**src/rtl/alu_seq_param.sv**
```systemverilog
// Parametrised handshaked ALU. Most ops finish in one cycle. Divide runs as an
// iterative restoring loop that retires one quotient bit per cycle, MSB first.
module alu_seq_param #(
  parameter int WIDTH = 16
) (
  input  logic             CLK,
  input  logic             RST,
  input  logic             IN_VALID,
  output logic             IN_READY,
  input  logic [3:0]       ALU_FUN,
  input  logic [WIDTH-1:0] A,
  input  logic [WIDTH-1:0] B,
  output logic [WIDTH-1:0] ALU_OUT,
  output logic [WIDTH-1:0] ALU_OUT_HI,
  output logic             OUT_VALID,
  output logic             FLAG_ZERO,
  output logic             FLAG_CARRY,
  output logic             FLAG_ERR
);

  localparam int CW = $clog2(WIDTH + 1);

  typedef enum logic {IDLE = 1'b0, DIV = 1'b1} state_t;

  state_t           state, state_next;
  logic [WIDTH-1:0] dq_q, b_q, rem_q;
  logic [CW-1:0]    cnt_q;
  logic             pend_q, pend_carry, pend_err;
  logic [WIDTH-1:0] pend_lo, pend_hi;
  logic             accept, is_div, last_step;

  // Handshake: an op moves on a rising edge where IN_VALID && IN_READY; the
  // source holds A/B/ALU_FUN stable until then. Results have no backpressure.
  assign last_step = (state == DIV) && (cnt_q == CW'(WIDTH - 1));
  assign IN_READY  = ((state == IDLE) && !pend_q) || last_step;
  assign accept    = IN_VALID && IN_READY;
  assign is_div    = (ALU_FUN == 4'b0011) && (B != '0);

  logic [WIDTH:0]   rem_sh, diff;
  logic             ge;
  logic [WIDTH-1:0] step_rem, step_dq;

  // dq_q starts as the dividend and is shifted out MSB-first while quotient
  // bits shift in at the LSB end.
  always_comb begin
    rem_sh   = {rem_q, dq_q[WIDTH-1]};
    diff     = rem_sh - {1'b0, b_q};
    ge       = (rem_sh >= {1'b0, b_q});
    step_rem = ge ? diff[WIDTH-1:0] : rem_sh[WIDTH-1:0];
    step_dq  = {dq_q[WIDTH-2:0], ge};
  end

  logic [WIDTH:0]     sum;
  logic [2*WIDTH-1:0] prod;
  logic [WIDTH-1:0]   res_lo, res_hi;
  logic               res_carry, res_err;

  always_comb begin
    sum       = {1'b0, A} + {1'b0, B};
    prod      = {{WIDTH{1'b0}}, A} * {{WIDTH{1'b0}}, B};
    res_lo    = '0;
    res_hi    = '0;
    res_carry = 1'b0;
    res_err   = 1'b0;
    case (ALU_FUN)
      4'b0000: begin res_lo = sum[WIDTH-1:0]; res_carry = sum[WIDTH]; end
      4'b0001: begin res_lo = A - B; res_carry = (A < B); end
      4'b0010: begin
        res_lo    = prod[WIDTH-1:0];
        res_hi    = prod[2*WIDTH-1:WIDTH];
        res_carry = |prod[2*WIDTH-1:WIDTH];
      end
      4'b0011: begin res_lo = '1; res_hi = A; res_err = 1'b1; end
      4'b0100: res_lo = A & B;
      4'b0101: res_lo = A | B;
      4'b0110: res_lo = ~(A & B);
      4'b0111: res_lo = ~(A | B);
      4'b1000: res_lo = A ^ B;
      4'b1001: res_lo = ~(A ^ B);
      4'b1010: res_lo = (A == B) ? WIDTH'(1) : '0;
      4'b1011: res_lo = (A > B) ? WIDTH'(2) : '0;
      4'b1100: res_lo = (A < B) ? WIDTH'(3) : '0;
      4'b1101: res_lo = A >> 1;
      4'b1110: res_lo = A << 1;
      default: res_err = 1'b1;
    endcase
  end

  always_comb begin
    state_next = state;
    case (state)
      IDLE:    if (accept && is_div) state_next = DIV;
      DIV:     if (last_step) state_next = (accept && is_div) ? DIV : IDLE;
      default: state_next = IDLE;
    endcase
  end

  always_ff @(posedge CLK or negedge RST) begin
    if (!RST) state <= IDLE;
    else      state <= state_next;
  end

  // A single-cycle op taken on the quotient's edge cannot share that edge's
  // output slot, so it is parked for one cycle and emitted right after.
  always_ff @(posedge CLK or negedge RST) begin
    if (!RST) begin
      dq_q       <= '0;
      b_q        <= '0;
      rem_q      <= '0;
      cnt_q      <= '0;
      pend_q     <= 1'b0;
      pend_lo    <= '0;
      pend_hi    <= '0;
      pend_carry <= 1'b0;
      pend_err   <= 1'b0;
      ALU_OUT    <= '0;
      ALU_OUT_HI <= '0;
      OUT_VALID  <= 1'b0;
      FLAG_ZERO  <= 1'b0;
      FLAG_CARRY <= 1'b0;
      FLAG_ERR   <= 1'b0;
    end else begin
      OUT_VALID <= 1'b0;
      pend_q    <= 1'b0;
      if (state == DIV) begin
        rem_q <= step_rem;
        dq_q  <= step_dq;
        cnt_q <= cnt_q + CW'(1);
        if (last_step) begin
          ALU_OUT    <= step_dq;
          ALU_OUT_HI <= step_rem;
          FLAG_ZERO  <= (step_dq == '0);
          FLAG_CARRY <= 1'b0;
          FLAG_ERR   <= 1'b0;
          OUT_VALID  <= 1'b1;
        end
      end
      if (pend_q) begin
        ALU_OUT    <= pend_lo;
        ALU_OUT_HI <= pend_hi;
        FLAG_ZERO  <= (pend_lo == '0);
        FLAG_CARRY <= pend_carry;
        FLAG_ERR   <= pend_err;
        OUT_VALID  <= 1'b1;
      end
      if (accept) begin
        if (is_div) begin
          dq_q  <= A;
          b_q   <= B;
          rem_q <= '0;
          cnt_q <= '0;
        end else if (state == DIV) begin
          pend_q     <= 1'b1;
          pend_lo    <= res_lo;
          pend_hi    <= res_hi;
          pend_carry <= res_carry;
          pend_err   <= res_err;
        end else begin
          ALU_OUT    <= res_lo;
          ALU_OUT_HI <= res_hi;
          FLAG_ZERO  <= (res_lo == '0);
          FLAG_CARRY <= res_carry;
          FLAG_ERR   <= res_err;
          OUT_VALID  <= 1'b1;
        end
      end
    end
  end

endmodule

```
**config.mk**
```make
export PLATFORM = sky130hd
export DESIGN_NAME = alu_seq_param
export DESIGN_NICKNAME = d
export VERILOG_FILES = /design/src/rtl/alu_seq_param.sv
export SDC_FILE = /design/constraint.sdc
export NUM_CORES = 1
export LEC_CHECK = 0
export ABC_AREA = 1
export CORE_MARGIN = 2
export CORE_UTILIZATION = 50
export DETAILED_ROUTE_END_ITERATION = 8
export PLACE_DENSITY = 0.75
export SETUP_SLACK_MARGIN = 0.2
export SLEW_MARGIN = 10
export SYNTH_ARGS = -nofsm -noshare
export SYNTH_HDL_FRONTEND = slang
export SYNTH_SLANG_ARGS = --single-unit
```
**constraint.sdc**
```tcl
create_clock -name CLK -period 5.4 [get_ports CLK]
set_clock_uncertainty 0.1 [all_clocks]
set_input_delay 0.54 -clock CLK [delete_from_list [all_inputs] [get_ports CLK]]
set_output_delay 0.54 -clock CLK [all_outputs]
set_load 0.01 [all_outputs]
```
**Word level (Yosys, flattened, before mapping)**

Cells that the tools add are included.

- Reductions and logical operators: 16
- Bitwise logic cells: 8
- Muxes and demuxes: 59
- Equality and inequality tests: 16
- $add $sub $neg: 4
- Magnitude comparators: 3
- Multiply operators: 1

Operators by type and width:

| operator | number |
|---|---|
| 16-bit two-way mux | 19 |
| 16-bit one-hot mux with 15 select lines | 1 |
| 16-bit zero test | 3 |
| 16-bit NOT | 3 |
| 16-bit by 16-bit multiplier with 32-bit output | 1 |
| 16-bit one-hot mux with 2 select lines | 1 |
| 16-bit subtractor | 2 |
| 1-bit two-way mux | 31 |
| 4-bit == test (second input constant) | 7 |
| 16-bit by 16-bit adder with 17-bit output | 1 |
| 17-bit by 16-bit greater-or-equal comparator with 1-bit output | 1 |
| 16-bit AND | 1 |
| 16-bit == test | 1 |
| 4-bit by 3-bit == test with 1-bit output (second input constant) | 4 |
| 16-bit greater-than comparator | 1 |
| 16-bit < comparator | 1 |
| 16-bit bitwise OR | 1 |
| 16-bit nonzero test | 1 |
| 16-bit OR reduction | 1 |
| 16-bit bitwise XOR | 1 |
| 5-bit two-way mux | 3 |
| 14-bit OR reduction | 1 |
| 4-bit by 2-bit == test with 1-bit output (second input constant) | 2 |
| 5-bit by 1-bit adder with 5-bit output (second input constant) | 1 |
| other kinds (12) | 18 |

- Register bits after elaboration: 125
- Logic and storage cells: 123

**Longest topological paths before layout**

Gate-level depths: netlist (run 1).

- Depth in word-level cells: 8
- Depth in mapped cells: 35

**Worst setup path after synthesis (run 1)**

Ideal clock, no wire load.

- Path type: input to register
- Start point: input B[1]
- End point: register FLAG_CARRY
- Buffers on the path: 2
- Stages on the path: 30
- Path slack: -0.601 ns
- Library setup time: 0.113 ns
- Arrival time: 5.788 ns
- Data required time: 5.187 ns
- Cells stage by stage: clkbuf_1 > buf_1 > nand2_1 > fa_1 > fa_1 > inv_1 > fa_1 > fa_1 > fa_1 > inv_1 > fa_1 > inv_1 > ha_1 > nand2_1 > nor2_1 > inv_1 > nor2_1 > nand2_1 > nand2_1 > nand2_1 > nand2_1 > nand2_1 > nand2_1 > nand2_1 > nor2_1 > nand3_1 > nand2_1 > nand3_1 > nand2_1 > inv_1

- Longest elaborated chain between the ends: 6
- Elaborated cells on any way between the ends: 10

Ends and longest elaborated chain:

| what | line | source |
|---|---|---|
| start: declaration | 12 | `input logic [WIDTH-1:0] B,` |
| 16-bit by 16-bit multiplier with 32-bit output | 60 | `prod = {{WIDTH{1'b0}}, A} * {{WIDTH{1'b0}}, B};` |
| 16-bit OR reduction | 71 | `res_carry = \|prod[2*WIDTH-1:WIDTH];` |
| 1-bit one-hot mux with 3 select lines | 65 | `case (ALU_FUN)` |
| 1-bit two-way mux | 152 | `end else if (state == DIV) begin` |
| 1-bit two-way mux * | 147 | `if (is_div) begin` |
| 1-bit two-way mux * | 146 | `if (accept) begin` |
| end signal: assignment | 142 | `FLAG_CARRY <= pend_carry;` |
| end signal: assignment | 162 | `FLAG_CARRY <= res_carry;` |
| end: declaration | 17 | `output logic FLAG_CARRY,` |

Mark *: on every way between the ends. The rest lies on a longest branch, timed or not.
A chain may end at the register's enable or synchronous reset.

**Final worst setup path (run 1)**

- Start point: input B[4]
- End point: register FLAG_CARRY

Same word-level chain as after synthesis.

==> results of run 1 <==
-- kinds of logic after synthesis --
logic type,Yosys count,share of synthesized area (%)
buffers and inverters,779,15.2
DFF,125,15.9
xor gates and xnor gates,20,0.889
and+or+nand+nor,1318,27.1
AOI/OAI and AO/OA,349,10.1
adders and majority gates,367,30.8
-- flip-flops by register name, summed over array words and instances (netlist names), 5 cells and up --
name        flops
b_q            16
rem_q          16
ALU_OUT_HI     16
pend_hi        16
pend_lo        16
cnt_q           5
dq_q           16
ALU_OUT        16
-- layout make-up --
type / instances / area [µm²] / share of cell area, %
well taps: 518 / 648 / 2.52
flip-flops and latches: 125 / 3130 / 12.2
repair buffers: 388 / 3830 / 14.9
diodes: 1 / 2.50 / 0.00972
clock inverters: 10 / 92.6 / 0.360
clock buffers: 21 / 460 / 1.79
multi-input cells: 2054 / 15100 / 58.7
inverters: 653 / 2460 / 9.56
-- routing by layer --
metal  track usage (%)  share of wire [%]  vias to the layer above
li1                  -                  -                     9565
met1              47.3                 39                     9914
met2              64.1                 48                     1048
met3              5.26                7.7                      283
met4              19.4                5.8                        0
met5                 0                  0                        -
-- final timing paths --
kind	end	slack, ns
min in group CLK	pend_carry	0.37
worst min-delay path	pend_hi[11]	0.06
worst max-delay path	FLAG_CARRY	-0.49
max in group asynchronous	ALU_OUT[4]	3.72
worst max register to register	ALU_OUT_HI[7]	2.00
worst min register to register	pend_carry	0.37
-- through the flow --
| step | TNS [ns] | setup WS, ns | utilization, % | hold slack [ns] |
|---|---|---|---|---|
| floorplan | -0.391 | -0.156 | - | 0.144 |
| global placement | -56.18 | -1.32 | 58.8 | 0.362 |
| detailed placement | -58.77 | -1.38 | 58.8 | 0.366 |
| CTS | -7.39 | -0.327 | 64.9 | 0.0852 |
| global route | -21.53 | -0.694 | 66.4 | 0.121 |
| finish | -13.54 | -0.487 | 66.4 | 0.0599 |
-- cells in the final DEF, fill, tap and decap left out, types with 14 or more instances in the layout --
master and instances:
o21ai_1 27, buf_12 32, nand3_2 18, ha_4 25, nor2_1 156, nor3_1 14
a21oi_1 67, inv_2 71, dfrtp_1 124, nand2_1 778, nor2_2 23, nand2_2 99
clkbuf_16 17, buf_4 217, nand2_4 31, nor2_4 16, clkdlybuf4s50_1 43, nand4_1 29
nand3_1 114, fa_2 17, o21ai_0 142, ha_1 139, buf_6 60, o211ai_1 16
inv_1 576, fa_1 180
-- Yosys cell counts, types with 8 or more instances --
| master | count |
|---|---|
| o211ai_1 | 16 |
| nand4_1 | 29 |
| nor3_1 | 17 |
| xor2_1 | 10 |
| o22ai_1 | 23 |
| o21bai_1 | 10 |
| o21ai_1 | 26 |
| buf_1 | 8 |
| buf_2 | 37 |
| a21oi_1 | 81 |
| nand3_1 | 138 |
| inv_1 | 643 |
| dfrtp_1 | 125 |
| xnor2_1 | 10 |
| a221oi_1 | 13 |
| clkbuf_1 | 75 |
| nor4_1 | 8 |
| ha_1 | 170 |
| nand2_1 | 907 |
| nor2_1 | 194 |
| o21ai_0 | 153 |
| inv_2 | 8 |
| nand3b_1 | 10 |
| fa_1 | 197 |
-- critical path, delay by kind of cell --
family                   cells  cell delay [ns]
adder cells (fa/ha/maj)      7             3.47
buffers and inverters        9             0.67
AND/OR/NAND/NOR             15             1.42
-- what timing repair did --
item	4_1_cts	5_1_grt
resized for setup	382	146
pin swaps	141	84
cloned	9	0
setup buffers	72	14
setup endpoints to repair	55	55
hold buffers	0	0
==> summary.md, run 1 <==
| Metric | Value |
|---|---|
| Shortest period the worst path allows | `approximately 5.9 ns` |
| I/O pins | `76` |
| Synth area leaders | `fa_1, nand2_1, dfrtp_1, inv_1, ha_1` |
| DPL Wire Length | `a little under 60000 µm` |
| WP data arrival | `~6 ns` |
| Core footprint | `~39000 µm²` |
| Drc violations | `0` |
| Vias | `20800` |
| Netlist cell types | `48` |
| Placed Instances | `between 3000 and 4000` |
| Final setup viols | `48` |
| Worst rel slew slack | `a little under a third` |
| Share of layout cells above drive strength 1 | `between 20% and 30%` |
| Final hold violations | `0` |
| Synthesized cell area | `19700 µm²` |
| Synth Register Bits | `~130` |
| RSZ-0062 raised after global routing | `true` |
| Most used DFF post-synth | `dfrtp_1` |
| Max-slew violations | `0` |
| Fmax | `roughly 170 MHz` |
| Syn. warnings | `0` |
| Cell count after synthesis | `2958` |
| FP Rows | `between 70 and 80` |
| Async SR Flop Fraction | `100%` |
| Area Growth Syn to Fin | `30.7%` |
| Syn nets | `roughly 3400` |
| Post-synth EDFFs | `0` |
| Initial antenna violation count | `1` |
| Vias in the first global route | `around 21000` |
| Fillcell total | `3296` |
| Max-Cap Viols | `0` |
| Violated checks | `negative setup slack` |
| Leading area contributor after synthesis | `fa_1` |
| CTS buffer count | `17` |
| Worst reg2reg startpoint | `rem_q[1]` |
| Reg2Reg Depth | `11` |
| Crit path launch | `B[4]` |
| Sink Count | `125` |
| Status | `finished with violations` |
| Critical path's slowest cell | `fa_2` |
| Cell area after layout | `between 20000 and 30000 µm²` |
| Largest net degree at the start of global routing | `between 70 and 80` |
| Crit-path max cell delay | `between 0.5 and 0.6 ns` |
| First-pass GRT wire length | `about 120000 µm` |
| TritonCTS clock tree | `done` |
| CP endpoint kind | `flop` |
| Critical Path Start Type | `input pin` |
| Hold/Removal Path Class | `in2async` |
| Avg Vias per Cell | `5.52` |
| H-tree levels | `4` |
| Slew at the pin with the worst max-slew slack | `1.04 ns` |
| Starting Density | `roughly half` |
| RD Place Congestion | `just over 1` |
| CTS Buffer Depth | `2` |
| Syn Area/Cell | `between 6 and 7 µm²` |
| Top fanout value on the critical path | `5` |
| Die X | `approximately 200 µm` |
| Die height | `about 200 µm` |
| Wirelength per Cell | `20.6 µm` |
| Critical path data required time | `roughly 5.6 ns` |
| Drt first pass iters | `6` |
| Total Wirelength | `around 77000 µm` |
| Worst-skew pair later-pin latency | `between 0.4 and 0.5 ns` |
| Iteration-0 DRC Markers | `roughly 1800` |
| ANT nets after route | `0` |
| DP Area | `roughly 23000 µm²` |
| Fin crit share | `109%` |
| PortBufs | `75` |
| GR Overflow Total | `0` |
| Die area | `just over 40000 µm²` |
| Total GRT Usage | `between 30% and 40%` |
| Synth top area share | `between 20% and 30%` |
| Worst setup margin | `-0.487 ns` |
| Post-route insts no fill | `3770` |
| Layout net count | `around 3600` |
| Clock transition at path regs | `around 0.06 ns` |
| CP Class | `in2reg` |
| Share of the yosys chip area belonging to registers | `~16%` |
| Clock Tree Root | `clkbuf_16` |
Power of run 1 is not shown: default switching activity piles up to over one toggle a cycle in this logic, so the estimate is an artifact.
==> run 2, diff against run 1 <==
CORE_ASPECT_RATIO = 1.4   (was not set)
==> run 2 against run 1 <==
  * Maximum frequency fell by 2.3%
  * Global-route usage rose by 1.6 points
  * Hold slack improved by 0.093 ns
  * Cell area rose by 3.3%
  * Cell count rose by 1.6%
  * Via count rose by 1.3%
  * The run still ends with negative setup slack left
  * Non-clock buffer count rose by 52
  * First-iteration DRC count fell by 11%
==> summary.md, run 2 (synthesis gave the netlist of run 1 again) <==
| Metric | Value |
|---|---|
| Status | `finished with violations` |
| Violated checks | `negative setup slack` |
| Worst-skew pair later-pin latency | `0.43 ns (about the same)` |
| CTS buffer count | `17 (unchanged)` |
| Cell area after layout | `26600 µm² (+3.3%)` |
| Total GRT Usage | `39.5% (+1.6 points)` |
| H-tree levels | `4 (unchanged)` |
| Fillcell total | `3211 (-2.6%)` |
| Hold Slack | `0.153 ns (+0.0926 ns)` |
| Die area | `41000 µm² (about the same)` |
| TritonCTS clock tree | `done` |
| Drt first pass iters | `8 (+2)` |
| Commonest non-fill, non-tap cell in the layout | `nand2_1` |
| FP Rows | `86 (+19%)` |
| I/O pins | `76 (unchanged)` |
| Total Wirelength | `81200 µm (+4.8%)` |
| DPL Wire Length | `60100 µm (+2.5%)` |
| Die X | `172 µm (-15%)` |
| Layout Utilization | `68.1% (+1.6 points)` |
| Crit-path max cell delay | `0.55 ns (-0.03 ns)` |
| Critical Path Start Type | `input pin` |
| Wirelength per Cell | `21.2 µm (+3.1%)` |
| Core footprint | `39100 µm² (+0.83%)` |
| RSZ-0062 raised after global routing | `true` |
| Most frequent cells in the layout | `nand2_1, inv_1, buf_4, fa_1, nor2_1` |
| DP Area | `23000 µm² (+1.0%)` |
| Clock transition at path regs | `0.06 ns (about the same)` |
| GR Overflow Total | `0 (unchanged)` |
| Sink Count | `125 (unchanged)` |
| Worst reg2reg startpoint | `b_q[2]` |
| WP depth | `32 (+3.2%)` |
| Largest net degree at the start of global routing | `77 (+6.9%)` |
| Register area | `3130 µm² (unchanged)` |
| PortBufs | `75 (unchanged)` |
| Initial antenna violation count | `0 (-1)` |
| Max-Cap Viols | `0 (unchanged)` |
| Die height | `239 µm (+18%)` |
| Crit path launch | `A[3]` |
| Most Frequent Cell on Critical Path | `nand2_1` |
| CP Class | `in2reg` |
| CP endpoint kind | `flop` |
| WP data arrival | `6.24 ns (+0.13 ns)` |
| Worst rel slew slack | `22.0% (-8.1 points)` |
| Layout net count | `3697 (+1.4%)` |
| R2R Setup Slk | `1.52 ns (-0.48 ns)` |
| Slew at the pin with the worst max-slew slack | `1.16 ns (+0.114 ns)` |
| Hold/Removal Path Class | `in2async` |
| Drc violations | `0 (unchanged)` |
| Iteration-0 DRC Markers | `1562 (-11%)` |
| RD Place Congestion | `0.980 (-2.7%)` |
| Hold Buf Count CTS | `0 (unchanged)` |
| R2r endpoint | `ALU_OUT_HI[10]` |
| Multi-input gate area | `15400 µm² (+1.8%)` |
| Bufs and invs on worst path | `10 (+1)` |
| Crit-path leading delay family | `adder cells` |
| ANT nets after route | `0 (unchanged)` |
| Worst setup margin | `-0.623 ns (-0.136 ns)` |
| Clock Tree Root | `clkbuf_16` |
| ANT cells | `0 (-1)` |
| CTS Buffer Depth | `2 (unchanged)` |
| Vias | `21100 (+1.3%)` |
| Critical path data required time | `5.62 ns (about the same)` |
| Share of layout cells above drive strength 1 | `24.9% (+2.5 points)` |
| Shortest period the worst path allows | `6.02 ns (+0.136 ns)` |
| Final hold violations | `0 (unchanged)` |
| Vias in the first global route | `21900 (+3.1%)` |
| Starting Density | `50.4% (-0.42 points)` |
| Fmax | `166 MHz (-2.3%)` |
| Critical path's slowest cell | `fa_2` |
| Max-slew violations | `0 (unchanged)` |
| Fin crit share | `112% (+2.5 points)` |
| Area Growth Syn to Fin | `35.0%` |
| First-pass GRT wire length | `121000 µm (+1.7%)` |
| Top fanout value on the critical path | `4 (-1)` |
| Avg Vias per Cell | `5.50 (-0.31%)` |
| Worst setup path end | `FLAG_CARRY` |
| Final setup viols | `44 (-8.3%)` |
| Reg2Reg Depth | `12 (+1)` |
==> run 2: layout make-up <==
| cell class | instances | share of cell area (%) |
|---|---|---|
| clock inverter | 11 | 0.532 |
| clock buffer | 21 | 1.73 |
| inverter | 653 | 9.30 |
| multi-input combinational | 2054 | 57.9 |
| timing repair buffer | 440 | 16.3 |
| sequential | 125 | 11.8 |
| tap | 528 | 2.48 |
==> run 2: worst min-delay path by stage <==
stage	endpoint	slack [ns]	depth (start not counted)
after floorplan	ALU_OUT[0]	0.14	0
after global placement	pend_hi[0]	0.36	2
after detailed placement	pend_hi[2]	0.37	2
after CTS	rem_q[11]	0.19	1
after global routing	rem_q[11]	0.24	1
final	rem_q[11]	0.15	1
==> run 2: metrics by stage <==
step                setup TNS [ns]  std cells  worst slack, ns
global route                -17.89       3832           -0.648
floorplan                   -0.391       2958           -0.156
global placement            -52.24       3668            -1.26
finish                      -12.70       3832           -0.623
detailed placement          -54.86       3668            -1.32
CTS                          -7.99       3809           -0.387
==> run 2: metal layers <==
layer  track usage, %  vias up  routed length [µm]  share of wire [%]
li1                 -     9670                   -                  -
met1             42.0    10100               27700                 34
met2             69.6      935               39800                 49
met3             5.51      390                5230                6.4
met4             30.7        0                8530                 11
met5                0        -                   0                  0
==> run 2: worst reg2reg max path, stage by stage, from the launching register on <==
cell     delay [ns]
dfrtp_1        0.34
inv_1          0.07
ha_1           0.36
a21oi_1        0.15
nand2_1        0.09
a21oi_1        0.38
o21ai_1        0.20
nand2_1        0.10
nand2_1        0.49
o21ai_0        1.14
nor2_1         0.15
o22ai_2        0.15
inv_1          0.05
==> run 2: repair_timing <==
item / 4_1_cts / 5_1_grt
pin swaps: 151 / 170
cloned: 9 / 1
endpoints found under the setup margin: 53 / 53
hold endpoints to repair: 0 / 0
gates resized for setup: 409 / 241
setup buffers: 100 / 22
Power of run 2 is left out for the same reason.
